## src/rtl/fetch_unit_pkg.sv

```systemverilog
`default_nettype none
// ============================================================================
// Module      : fetch_unit_pkg
// Description : Shared definitions for the fetch stage.
//               - RV32 base opcode constants
//               - PCSrc next-PC select encodings
//               - fetch FSM state encoding
//               - fault cause codes
//               - misalignment helper
// Revision    : 1.0 - initial release
// ============================================================================
package fetch_unit_pkg;

  // Base opcodes, as seen by the main controller on inst[6:0]
  localparam logic [6:0] OPC_LOAD   = 7'b0000011;
  localparam logic [6:0] OPC_OPIMM  = 7'b0010011;
  localparam logic [6:0] OPC_AUIPC  = 7'b0010111;
  localparam logic [6:0] OPC_STORE  = 7'b0100011;
  localparam logic [6:0] OPC_OP     = 7'b0110011;
  localparam logic [6:0] OPC_LUI    = 7'b0110111;
  localparam logic [6:0] OPC_BRANCH = 7'b1100011;
  localparam logic [6:0] OPC_JALR   = 7'b1100111;
  localparam logic [6:0] OPC_JAL    = 7'b1101111;

  // Next-PC select (PCSrc); the reserved code behaves as PC_PLUS4
  localparam logic [1:0] PC_PLUS4 = 2'b00;
  localparam logic [1:0] PC_IMM   = 2'b01;
  localparam logic [1:0] PC_ALU   = 2'b10;
  localparam logic [1:0] PC_RSVD  = 2'b11;

  // Fault cause codes
  localparam logic [1:0] CAUSE_NONE     = 2'b00;
  localparam logic [1:0] CAUSE_TIMEOUT  = 2'b01;
  localparam logic [1:0] CAUSE_MISALIGN = 2'b10;

  // Fetch FSM states
  typedef enum logic [1:0] {
    ST_IDLE  = 2'd0,
    ST_FETCH = 2'd1,
    ST_ISSUE = 2'd2,
    ST_FAULT = 2'd3
  } fetch_state_e;

  // Instruction addresses must be word aligned
  function automatic logic is_misaligned(input logic [1:0] addr_lsb);
    return |addr_lsb;
  endfunction

endpackage : fetch_unit_pkg
`default_nettype wire

```

## src/rtl/fetch_next_pc.sv

```systemverilog
`default_nettype none
// ============================================================================
// Module      : fetch_next_pc
// Description : Combinational next-PC selection and alignment check.
// Ports       : pc_i          current PC
//               pc_src_i      PCSrc select (PC_PLUS4/PC_IMM/PC_ALU/PC_RSVD)
//               imm_ext_i     sign-extended immediate
//               alu_result_i  jalr target from the ALU
//               pc_plus4_o    pc_i + 4 (link value)
//               npc_o         selected next PC
//               misaligned_o  npc_o is not word aligned
// Revision    : 1.0 - initial release
// ============================================================================
module fetch_next_pc
  import fetch_unit_pkg::*;
#(
  parameter int XLEN = 32
) (
  input  logic [XLEN-1:0] pc_i,
  input  logic [1:0]      pc_src_i,
  input  logic [XLEN-1:0] imm_ext_i,
  input  logic [XLEN-1:0] alu_result_i,
  output logic [XLEN-1:0] pc_plus4_o,
  output logic [XLEN-1:0] npc_o,
  output logic            misaligned_o
);

  // All additions wrap modulo 2^XLEN; that wrap is architecturally legal.
  assign pc_plus4_o = pc_i + XLEN'(4);

  always_comb begin
    npc_o = pc_plus4_o;
    case (pc_src_i)
      PC_IMM:  npc_o = pc_i + imm_ext_i;
      // jalr clears bit 0 of the target; bit 1 is still checked below
      PC_ALU:  npc_o = alu_result_i & ~XLEN'(1);
      default: npc_o = pc_plus4_o;
    endcase
  end

  assign misaligned_o = is_misaligned(npc_o[1:0]);

endmodule : fetch_next_pc
`default_nettype wire

```

## src/rtl/fetch_unit.sv

```systemverilog
`default_nettype none
// ============================================================================
// Module      : fetch_unit
// Description : Instruction fetch and PC sequencing stage. Holds PC and IR,
//               issues one instruction-memory read at a time (req/rvalid),
//               presents the instruction until exec_done, then advances PC
//               according to PCSrc. Fetch timeout and misaligned next-PC
//               raise a sticky fault that only rst clears.
// Ports       : clk, rst                      clock / async active-high reset
//               imem_req/addr/rvalid/rdata    instruction memory handshake
//               exec_done, PCSrc, imm_ext,    commit and next-PC selection
//               alu_result
//               inst, opcode, f3, f7          IR and decoded fields
//               pc, pc_plus4                  PC of IR and its link value
//               inst_valid                    IR awaits exec_done
//               retired                       committed-instruction count
//               fault, fault_cause            sticky fault status
// Revision    : 1.0 - initial release
// ============================================================================
module fetch_unit
  import fetch_unit_pkg::*;
#(
  parameter int              XLEN     = 32,
  parameter logic [XLEN-1:0] RESET_PC = '0,
  parameter int              TIMEOUT  = 16
) (
  input  logic            clk,
  input  logic            rst,
  output logic            imem_req,
  output logic [XLEN-1:0] imem_addr,
  input  logic            imem_rvalid,
  input  logic [31:0]     imem_rdata,
  input  logic            exec_done,
  input  logic [1:0]      PCSrc,
  input  logic [XLEN-1:0] imm_ext,
  input  logic [XLEN-1:0] alu_result,
  output logic [31:0]     inst,
  output logic [6:0]      opcode,
  output logic [2:0]      f3,
  output logic [6:0]      f7,
  output logic [XLEN-1:0] pc,
  output logic [XLEN-1:0] pc_plus4,
  output logic            inst_valid,
  output logic [31:0]     retired,
  output logic            fault,
  output logic [1:0]      fault_cause
);

  localparam int CW = (TIMEOUT > 2) ? $clog2(TIMEOUT) : 1;
  localparam logic [CW-1:0] CNT_LAST = CW'(TIMEOUT - 1);

  fetch_state_e    state_q;
  logic [XLEN-1:0] pc_q;
  logic [31:0]     inst_q;
  logic            inst_valid_q;
  logic            imem_req_q;
  logic [31:0]     retired_q;
  logic            fault_q;
  logic [1:0]      fault_cause_q;
  logic [CW-1:0]   cnt_q;

  logic [XLEN-1:0] npc_d;
  logic            npc_misaligned_d;

  fetch_next_pc #(
    .XLEN (XLEN)
  ) u_next_pc (
    .pc_i         (pc_q),
    .pc_src_i     (PCSrc),
    .imm_ext_i    (imm_ext),
    .alu_result_i (alu_result),
    .pc_plus4_o   (pc_plus4),
    .npc_o        (npc_d),
    .misaligned_o (npc_misaligned_d)
  );

  // Single-process FSM; every output is a register. imem_req_q is set on
  // every transition into FETCH and cleared on every exit, so it equals
  // (state == FETCH) without a decode glitch.
  always_ff @(posedge clk or posedge rst) begin
    if (rst) begin
      state_q       <= ST_IDLE;
      pc_q          <= RESET_PC;
      inst_q        <= 32'h0;
      inst_valid_q  <= 1'b0;
      imem_req_q    <= 1'b0;
      retired_q     <= 32'h0;
      fault_q       <= 1'b0;
      fault_cause_q <= CAUSE_NONE;
      cnt_q         <= '0;
    end else begin
      case (state_q)
        // Any rvalid seen here belongs to a request aborted by reset.
        ST_IDLE: begin
          state_q    <= ST_FETCH;
          imem_req_q <= 1'b1;
          cnt_q      <= '0;
        end

        ST_FETCH: begin
          if (imem_rvalid) begin
            inst_q       <= imem_rdata;
            inst_valid_q <= 1'b1;
            imem_req_q   <= 1'b0;
            cnt_q        <= '0;
            state_q      <= ST_ISSUE;
          end else if (cnt_q == CNT_LAST) begin
            // TIMEOUT consecutive FETCH cycles without a response
            fault_q       <= 1'b1;
            fault_cause_q <= CAUSE_TIMEOUT;
            imem_req_q    <= 1'b0;
            state_q       <= ST_FAULT;
          end else begin
            cnt_q <= cnt_q + CW'(1);
          end
        end

        ST_ISSUE: begin
          if (exec_done) begin
            // The instruction completed, so it counts even if the
            // target it produced is unusable.
            retired_q    <= retired_q + 32'd1;
            inst_valid_q <= 1'b0;
            if (npc_misaligned_d) begin
              fault_q       <= 1'b1;
              fault_cause_q <= CAUSE_MISALIGN;
              state_q       <= ST_FAULT;
            end else begin
              pc_q       <= npc_d;
              imem_req_q <= 1'b1;
              cnt_q      <= '0;
              state_q    <= ST_FETCH;
            end
          end
        end

        ST_FAULT: begin
          imem_req_q   <= 1'b0;
          inst_valid_q <= 1'b0;
        end

        default: begin
          state_q    <= ST_FAULT;
          imem_req_q <= 1'b0;
        end
      endcase
    end
  end

  assign imem_req    = imem_req_q;
  assign imem_addr   = pc_q;
  assign pc          = pc_q;
  assign inst        = inst_q;
  assign opcode      = inst_q[6:0];
  assign f3          = inst_q[14:12];
  assign f7          = inst_q[31:25];
  assign inst_valid  = inst_valid_q;
  assign retired     = retired_q;
  assign fault       = fault_q;
  assign fault_cause = fault_cause_q;

endmodule : fetch_unit
`default_nettype wire

```

## config.mk

```make
export PLATFORM = sky130hd
export DESIGN_NAME = fetch_unit
export DESIGN_NICKNAME = d
export VERILOG_FILES = /design/src/rtl/fetch_unit_pkg.sv /design/src/rtl/fetch_next_pc.sv /design/src/rtl/fetch_unit.sv
export SDC_FILE = /design/constraint.sdc
export NUM_CORES = 1
export LEC_CHECK = 0
export BUFFER_PORTS_ARGS = -buffer_cell sky130_fd_sc_hd__buf_2
export CORE_ASPECT_RATIO = 1.5
export CORE_MARGIN = 2
export CORE_UTILIZATION = 46
export DETAILED_ROUTE_END_ITERATION = 16
export GPL_TIMING_DRIVEN = 0
export PLACE_DENSITY = 0.78
export SLEW_MARGIN = 0
export SYNTH_ARGS = -nofsm -noshare
export SYNTH_HDL_FRONTEND = slang
export SYNTH_SLANG_ARGS = --single-unit
```

## constraint.sdc

```tcl
create_clock -name clk -period 3.7 [get_ports clk]
set_clock_uncertainty 0.05 [all_clocks]
set_input_delay 0.74 -clock clk [delete_from_list [all_inputs] [get_ports clk]]
set_output_delay 0.74 -clock clk [all_outputs]
set_load 0.03 [all_outputs]
```

==> flow_metrics.py, run 1 <==
metrics = {
    "setup_path": {
        "endpoint_kind": "output pin",
        "path_cells": "ha_1 > and3_2 > nand4_1 > nor3_4 > and2_1 > nand3_1 > xnor2_1 > buf_2",
        "startpoint_type": "register",
        "cp.arrival_ns": 2.75,
        "slowest_delay_ns": 0.50,
        "cp_max_fo": 8,
        "cp.required_ns": 2.91,
        "cpMaxStageDelayCell": "dfrtp_2",
        "path_class": "reg -> out",
    },
    "die": {
        "die_h_um": 163,
        "die_area_sq_mm": 0.0179,
        "ios": 284,
        "start_util_pct": 46.5,
        "die_width_um": 110,
        "row_count": 58,
        "fp.coreArea_sq_mm": 0.0166,
    },
    "place": {
        "place.port_buffers": 282,
        "dp_slack_ns": -0.126,
        "placed_cell_area_sq_mm": 0.00943,
        "routabilityCongestion": 0.950,
        "dp_hpwl_um": 20000,
    },
    "global_route": {
        "grt_usage_pct": 28.0,
        "grt_pass1_vias": 7618,
        "grt-ovfl-total": 0,
        "grt_pass1_wl_um": 38600,
        "grt_max_degree": 63,
        "antenna_found_initial": 4,
    },
    "synthesis": {
        "yosys.area.top_type": "dfrtp_1",
        "synth_area_per_cell_sq_um": 9.12,
        "synthesis.nets": 990,
        "yosysWarnings": 0,
        "synthTopCellsByCount": "dfrtp_1 (107), nand2_1 (68), a21oi_1 (59), xnor2_1 (56), nor2_1 (55)",
        "syn-cell-area_sq_mm": 0.00772,
        "yosysTopAreaCellShare_pct": 34.7,
        "ys.flop_type": "dfrtp_1",
        "async_flop_share_pct": 100,
        "netlist_instances": 847,
        "synth-seq-cells": 107,
        "synth.most_common_cell": "dfrtp_1",
        "seq_area_frac_synth_pct": 34.7,
        "synth_edf_count": 0,
        "synth_cell_types": 68,
        "synth_area_leaders": "dfrtp_1 (35%), ha_1 (6.5%), xnor2_1 (6.3%)",
    },
    "clocking": {
        "cts_tree": "yes",
        "cts_max_level": 3,
        "post_cts_buffers": 0,
        "cts_sinks": 107,
        "path_clk_slew_ns": 0.09,
        "clk_path_buf_depth": 2,
        "cts_root_buf": "clkbuf_16",
        "clk_latency_ns": 0.35,
        "cts_made_buffers": 9,
        "postCtsHoldBufs": 0,
    },
    "sta": {
        "finalCriticalPeriod_ns": 3.54,
        "hold_viol": 0,
        "tightest_slew_ns": 0.745,
        "relSlewSlack_pct": 50.3,
        "setup_viol": 0,
        "period_share_pct": 95.6,
        "fmax_ghz": 0.283,
        "slew_viol_final": 0,
        "grt_setup_unrepaired": "false",
        "fin_ws_ns": 0.163,
    },
    "status": {
        "run_status": "finished, final reports clean",
    },
    "pwr": {
        "powerDensity_mw_per_mm2": 885,
        "p_leak_uw": 0.00495,
        "irDropWorstVdd_v": 0.000581,
    },
    "routing": {
        "wl_um": 25600,
        "dr.pass1.iters": 5,
        "vias": 7776,
        "drt_first_iter_violations": 451,
        "drtAntennaViolNets": 0,
        "drc": 0,
        "routed_via_density": 5.72,
        "wl_per_cell_um": 18.8,
    },
    "final_layout": {
        "drive_gt1_share_pct": 37.0,
        "fin_area_sq_mm": 0.00978,
        "final_nets": 1284,
        "syn_to_final_growth_pct": 26.5,
    },
    "flow_run": {
        "cap_violations": 0,
    },
    "min_path": {
        "holdCritPathClass": "in -> async",
    },
}
-- kinds of logic (layout without fill, tap and decap cells) --
kind of cell	count (synthesis)	after routing	share of synthesized area, %
adders and majority gates	41	41	6.74
DFF	107	107	34.7
and+or+nand+nor	241	241	15.6
muxes	36	36	5.23
buffers and inverters	109	408	8.49
other	0	3	0
AOI/OAI and AO/OA	226	226	19.3
xor gates and xnor gates	87	87	9.96
-- flip-flops by register name, indices dropped and copies added (netlist names) --
| register | flops |
|---|---|
| fault | 1 |
| retired | 32 |
| inst | 32 |
| fault_cause | 2 |
| state_q | 2 |
| imem_addr | 32 |
| imem_req | 1 |
| inst_valid | 1 |
| cnt_q | 4 |
-- cell usage in the layout, fill, tap and decap left out, types with 4 or more instances in the layout --
cell type  instances
ha_1              40
clkbuf_1          23
o21ai_0           42
o21bai_1           7
a221oi_1          16
a211oi_1           5
clkbuf_2           4
inv_1             20
a31o_2             4
and3_1            18
or3_1              4
a221o_1            7
nor3_1            11
buf_2            282
a31oi_1           17
clkbuf_16          9
o22ai_1            8
dfrtp_1          106
nand2b_1           8
a21o_1            15
nand4_1           15
or2_2              5
mux2_2            35
o21a_1             9
xnor2_1           56
buf_4             52
nand2_1           68
nor2b_1            4
o22a_1             4
xor2_1            30
a21oi_1           59
nand3_1           29
and2_1             8
nor2_1            54
o31ai_1            5
-- repair_timing --
item,in CTS,in global routing
pin swaps,0,1
resized for setup,2,7
endpoints found under the setup margin,3,17
cloned,0,0
-- report_power, final --
group	internal (uW)	switching [uW]	total, uW
clock	492	521	1010
sequential	1550	548	2100
combinational	2040	3500	5540
-- per-layer routing --
metal | share of wire, % | track usage, % | wire (um)
met1 | 36 | 29.8 | 9100
met5 | 0.043 | 0 | 11
met3 | 6.8 | 4.40 | 1750
met2 | 52 | 50.2 | 13300
met4 | 5.3 | 17.7 | 1350
-- per-stage QoR --
step | cells | hold WS (ns) | util, % | total power, uW | setup TNS (ns)
floorplan | 847 | 0.422 | - | 6100 | 0
global placement | 1339 | 0.409 | 56.6 | 7540 | -137.36
detailed placement | 1340 | 0.427 | 56.7 | 7620 | -0.528
CTS | 1356 | 0.434 | 58.7 | 8640 | 0
global route | 1359 | 0.456 | 58.8 | 9220 | 0
finish | 1359 | 0.417 | 58.8 | 8650 | 0
-- final cells by class --
type                            instances  area, sq um
Clock buffer                            9          225
Timing Repair Buffer                  283         1440
Multi-Input combinational cell        631         4410
Buffer                                 88          579
Antenna cell                            3         7.51
Tap cell                              210          263
Sequential cell                       107         2680
Clock inverter                          7         91.3
Inverter                               21         81.3
Fill cell                            1506         6840
-- final timing paths --
| check | start | end | slack [ns] | cells after the start |
|---|---|---|---|---|
| max in group asynchronous | rst | imem_addr[2] | 2.44 | 3 |
| min in group clk | retired[31] | retired[31] | 0.45 | 1 |
| worst min register to register | retired[31] | retired[31] | 0.45 | 1 |
| worst min-delay path | rst | inst[24] | 0.42 | 2 |
| worst max register to register | imem_addr[0] | imem_addr[22] | 0.30 | 12 |
| worst max-delay path | imem_addr[2] | pc_plus4[26] | 0.16 | 8 |
-- critical path: cells and delay by family, from the launching register on --
family | cells | cell delay, ns
flip-flops | 1 | 0.50
XOR/XNOR | 1 | 0.20
AND/OR/NAND/NOR | 5 | 1.17
buffers and inverters | 1 | 0.22
adder cells (fa/ha/maj) | 1 | 0.30
Note: power is estimated with default switching activity, not from simulation.
==> run 2, diff against run 1 <==
- GPL_TIMING_DRIVEN: 0 -> unset
==> flow_metrics.py, run 2 (same netlist as run 1, synthesis figures left out) <==
metrics = {
    "setup_path": {
        "r2r-start": "imem_addr[0]",
        "r2r_slack_ns": 0.51,
        "cpMaxStageDelayCell": "or3_1",
        "startpoint_type": "register",
        "cp.arrival_ns": 2.81,
        "path_class": "reg -> out",
        "path_cells": "nand3_2 > or3_1 > nor2_1 > and3_4 > nand3_2 > xnor2_1 > buf_2",
        "path_common_cell": "nand3_2",
        "endpoint_kind": "output pin",
        "cp_max_fo": 9,
        "critPathBufInv": 1,
        "slowest_delay_ns": 0.57,
        "reg2reg_to": "imem_addr[24]",
        "cp_top_family": "simple AND/OR/NAND/NOR gates",
        "cp.required_ns": 2.91,
        "reg2regPathDepth": 11,
        "worst-path-stages": 7,
    },
    "clocking": {
        "cts_made_buffers": 9,
        "cts_root_buf": "clkbuf_16",
        "cts_tree": "yes",
        "cts_sinks": 107,
        "path_clk_slew_ns": 0.09,
        "clk_latency_ns": 0.35,
        "cts_resized": 0,
        "clk_path_buf_depth": 2,
        "cts_max_level": 3,
    },
    "status": {
        "run_status": "finished, final reports clean",
    },
    "global_route": {
        "met1_usage_pct": 27.5,
        "grt_pass1_vias": 6852,
        "grt_max_degree": 108,
        "grt_usage_pct": 24.9,
        "antenna_found_initial": 0,
        "grt-ovfl-total": 0,
        "grt_pass1_wl_um": 34700,
        "busiest_layer": "met2",
        "met2_usage_pct": 46.8,
        "grt.met3_usage_pct": 3.48,
    },
    "sta": {
        "finalCriticalPeriod_ns": 3.60,
        "period_share_pct": 97.3,
        "slew_viol_final": 0,
        "hold_viol": 0,
        "grt_setup_unrepaired": "true",
        "hold_slack_ns": 0.438,
        "relSlewSlack_pct": 60.8,
        "fin_ws_ns": 0.100,
        "tightest_slew_ns": 0.588,
        "setup_viol": 0,
        "fmax_ghz": 0.278,
    },
    "die": {
        "die_area_sq_mm": 0.0179,
        "start_util_pct": 46.5,
        "fp.coreArea_sq_mm": 0.0166,
        "ios": 284,
        "die_h_um": 163,
        "die_width_um": 110,
        "row_count": 58,
    },
    "min_path": {
        "min_to": "imem_req",
        "hold_start": "imem_req",
        "holdCritPathClass": "reg -> reg",
        "min_delay_path_depth": 2,
    },
    "place": {
        "place.port_buffers": 282,
        "routabilityCongestion": 0.922,
        "dp_slack_ns": 0.215,
        "dp_hpwl_um": 17300,
        "placed_cell_area_sq_mm": 0.00893,
    },
    "final_layout": {
        "final_nets": 1208,
        "syn_to_final_growth_pct": 19.8,
        "fin_area_sq_mm": 0.00925,
        "fillerInstances": 1497,
        "drive_gt1_share_pct": 34.8,
        "mostFrequentLayoutCells": "buf_2 (282), dfrtp_1 (107), nand2_1 (68)",
        "final_common_cell": "buf_2",
        "diodes": 0,
    },
    "routing": {
        "dr.pass1.iters": 5,
        "wl_um": 22800,
        "wl_per_cell_um": 17.8,
        "drt_first_iter_violations": 469,
        "routed_via_density": 5.71,
        "drc": 0,
        "vias": 7303,
        "drtAntennaViolNets": 0,
    },
    "flow_run": {
        "cap_violations": 0,
    },
    "pwr": {
        "p_leak_uw": 0.00464,
        "powerDensity_mw_per_mm2": 883,
        "irDropWorstVdd_v": 0.000554,
    },
}
run 2: changes by cell type in the layout (fill, tap and decap cells not counted), moves of 3 or more:
cell      before  now
clkbuf_2       4    0
buf_1          3    0
buf_4         52   12
buf_6          3    0
clkbuf_1      23    0
diode_2        3    0
run 2: worst max-delay path by stage:
stage | from | to | slack, ns
floorplan | rst | cnt_q[0] | 0.09
CTS | imem_addr[4] | pc_plus4[31] | 0.12
detailed placement | imm_ext[0] | imem_addr[24] | 0.21
global placement | imm_ext[0] | imem_addr[24] | 0.26
global route | imem_addr[3] | pc_plus4[30] | -0.001
finish | imem_addr[4] | pc_plus4[31] | 0.10
run 2: cell type report:
type	count	area, sq um	area share [%]
multi-input cells	631	4390	47.5
clock buffers	9	225	2.43
well taps	210	263	2.84
clock inverters	7	91.3	0.987
repair buffers	295	1520	16.4
flip-flops and latches	107	2680	28.9
inverters	21	81.3	0.879
run 2: metal layers:
layer	wire [um]	up-vias
met5	0	-
li1	-	3445
met1	8480	3482
met3	1510	51
met2	12100	325
met4	715	0
run 2: stage by stage:
stage | util [%] | cells | total power [uW] | setup TNS [ns]
5_1_grt | 55.7 | 1280 | 8710 | -0.00141
4_1_cts | 55.7 | 1280 | 8200 | 0
3_3_place_gp | 53.8 | 1264 | 7090 | 0
3_5_place_dp | 53.8 | 1264 | 7150 | 0
6_report | 55.7 | 1280 | 8170 | 0
2_1_floorplan | - | 847 | 6100 | 0
run 2: worst reg2reg max path: cells and delay by family, from the launching register on:
kind	cells	cell delay, ns
AOI/OAI and AO/OA	3	0.80
adders and majority gates	2	0.70
and+or+nand+nor	4	0.69
DFF	1	0.50
buffers and inverters	2	0.35
run 2: where the power goes:
group / leakage [uW] / switching [uW] / internal, uW / total [uW]
Combinational: 0.00314 / 3340 / 1730 / 5070
Sequential: 0.00135 / 527 / 1550 / 2080
Clock: 0.000152 / 526 / 490 / 1020
Total: 0.00464 / 4390 / 3780 / 8170
run 2: what timing repair did:
item,CTS,global route
buffers inserted,0,0
setup endpoints to repair,0,3
hold buffers,0,0
==> run 3, diff against run 2 <==
- SETUP_SLACK_MARGIN: unset -> 0.4
==> flow_metrics.py, run 3 (same netlist as run 1, synthesis figures left out) <==
metrics = {
    "routing": {
        "drc": 0,
        "route.met2.wl_um": 11800,
        "drt_first_iter_violations": 402,
        "wl_met1_um": 8600,
        "drtAntennaViolNets": 0,
        "dr.pass1.iters": 5,
        "wl_um": 23000,
        "routed_via_density": 5.69,
        "wl_met3_um": 1580,
        "vias": 7310,
        "wl_per_cell_um": 17.9,
        "highest_layer": "met4",
    },
    "setup_path": {
        "r2r-start": "imem_addr[0]",
        "path_class": "reg -> out",
        "cp_max_fo": 6,
        "reg2reg_to": "imem_addr[17]",
        "startpoint_type": "register",
        "endpoint_kind": "output pin",
        "critPathLaunch": "imem_addr[3]",
        "cp.required_ns": 2.91,
        "cp.arrival_ns": 2.51,
        "reg2regPathDepth": 11,
        "r2r_slack_ns": 0.63,
        "crit_path_end": "pc_plus4[26]",
    },
    "global_route": {
        "grt_pass1_wl_um": 35500,
        "antenna_found_initial": 1,
        "grt_usage_pct": 25.4,
        "grt_pass1_vias": 6960,
        "grt_max_degree": 108,
        "grt-ovfl-total": 0,
    },
    "final_layout": {
        "multi_input_area_sq_mm": 0.00445,
        "drive_gt1_share_pct": 36.8,
        "final_common_cell": "buf_2",
        "final_nets": 1212,
        "fillerInstances": 1505,
        "ff_latch_area_sq_mm": 0.00269,
        "syn_to_final_growth_pct": 21.5,
        "instances_no_fill": 1285,
        "mostFrequentLayoutCells": "buf_2 (276), dfrtp_1 (100), nand2_1 (68)",
    },
    "pwr": {
        "power.switching_uw": 4430,
        "comb_power_share_pct": 62.3,
        "irDropWorstVdd_v": 0.000745,
        "p_leak_uw": 0.00468,
        "internal-power_uw": 3830,
        "powerDensity_mw_per_mm2": 880,
        "p_sw_share_pct": 53.7,
        "p_seq_share_pct": 25.6,
        "power.share.clock_pct": 12.1,
        "power_uw": 8260,
    },
    "clocking": {
        "path_clk_slew_ns": 0.08,
        "cts_made_buffers": 9,
        "cts_max_level": 3,
        "cts_sinks": 107,
        "clk_latency_ns": 0.35,
        "cts_tree": "yes",
        "clk_path_buf_depth": 2,
        "cts_root_buf": "clkbuf_16",
    },
    "sta": {
        "period_share_pct": 89.1,
        "tightest_slew_ns": 0.588,
        "fin_tns_setup_ns": 0,
        "relSlewSlack_pct": 60.8,
        "slew_viol_final": 0,
        "hold_slack_ns": 0.412,
        "grt_setup_unrepaired": "true",
        "fmax_ghz": 0.303,
        "setup_viol": 0,
        "finalCriticalPeriod_ns": 3.30,
        "hold_viol": 0,
    },
    "flow_run": {
        "cap_violations": 0,
    },
    "die": {
        "start_util_pct": 46.5,
        "die_h_um": 163,
        "row_count": 58,
        "die_area_sq_mm": 0.0179,
        "fp.coreArea_sq_mm": 0.0166,
        "die_width_um": 110,
        "ios": 284,
    },
    "status": {
        "run_status": "finished, final reports clean",
    },
    "min_path": {
        "holdCritPathClass": "reg -> reg",
    },
    "place": {
        "dp.cells": 1263,
        "routabilityCongestion": 1.01,
        "place.port_buffers": 282,
        "dp_hpwl_um": 17600,
    },
}
-- run 3: changes by cell type in the layout (fill, tap and decap cells not counted), sizes merged --
cell,before,now
inv,23,22
diode,0,1
clkinvlp,0,1
buf,295,297
clkbuf,9,11
-- run 3: power groups by stage --
stage                     combinational [uW]  sequential (uW)  clock (uW)
after floorplan                         3390             2720           0
after global placement                  5000             2120           0
after detailed placement                5050             2140           0
after CTS                               5090             2110        1030
after global routing                    5540             2200        1070
final                                   5140             2120         999
-- run 3: how the worst min path moves through the flow --
stage,startpoint,to,slack (ns),depth (start not counted)
floorplan,cnt_q[2],cnt_q[2],0.42,1
global placement,fault,fault,0.39,1
detailed placement,fault,fault,0.39,1
CTS,fault,fault,0.41,1
global route,fault,fault,0.42,1
finish,fault,fault,0.41,1
-- run 3: worst max-delay path, stage by stage, from the launching register on --
cell and delay [ns]:
dfrtp_2 0.43, ha_2 0.25, and3_2 0.23, nand4_1 0.22
nor3_2 0.28, and2_1 0.21, nand3_2 0.13, xnor2_1 0.19
clkbuf_4 0.22
-- run 3: metal layers --
layer  vias up  track usage, %
li1       3448               -
met2       366            45.1
met5         -               0
met1      3432            29.0
met3        64            2.80
met4         0            13.6
-- run 3: through the flow --
| stage | worst slack, ns | util (%) | instance area (sq um) |
|---|---|---|---|
| 3_3_place_gp | 0.300 | 53.8 | 8940 |
| 6_report | 0.403 | 56.5 | 9380 |
| 2_1_floorplan | 0.418 | - | 7730 |
| 5_1_grt | 0.319 | 56.5 | 9380 |
| 4_1_cts | 0.407 | 56.1 | 9320 |
| 3_5_place_dp | 0.287 | 53.8 | 8940 |
-- run 3: layout make-up --
cell class                      count  share of cell area, %
Antenna cell                        1                 0.0267
Clock buffer                        9                   2.40
Clock inverter                      7                  0.973
Inverter                           21                  0.880
Timing Repair Buffer              299                   16.8
Tap cell                          210                   2.80
Multi-Input combinational cell    631                   47.5
Sequential cell                   107                   28.6
-- run 3: repair_timing --
| item | in CTS | in global routing |
|---|---|---|
| gates resized for setup | 13 | 15 |
| setup buffers | 4 | 1 |
| hold buffers | 0 | 0 |
| hold endpoints to repair | 0 | 0 |
| endpoints found under the setup margin | 18 | 11 |
| pin swaps | 2 | 1 |
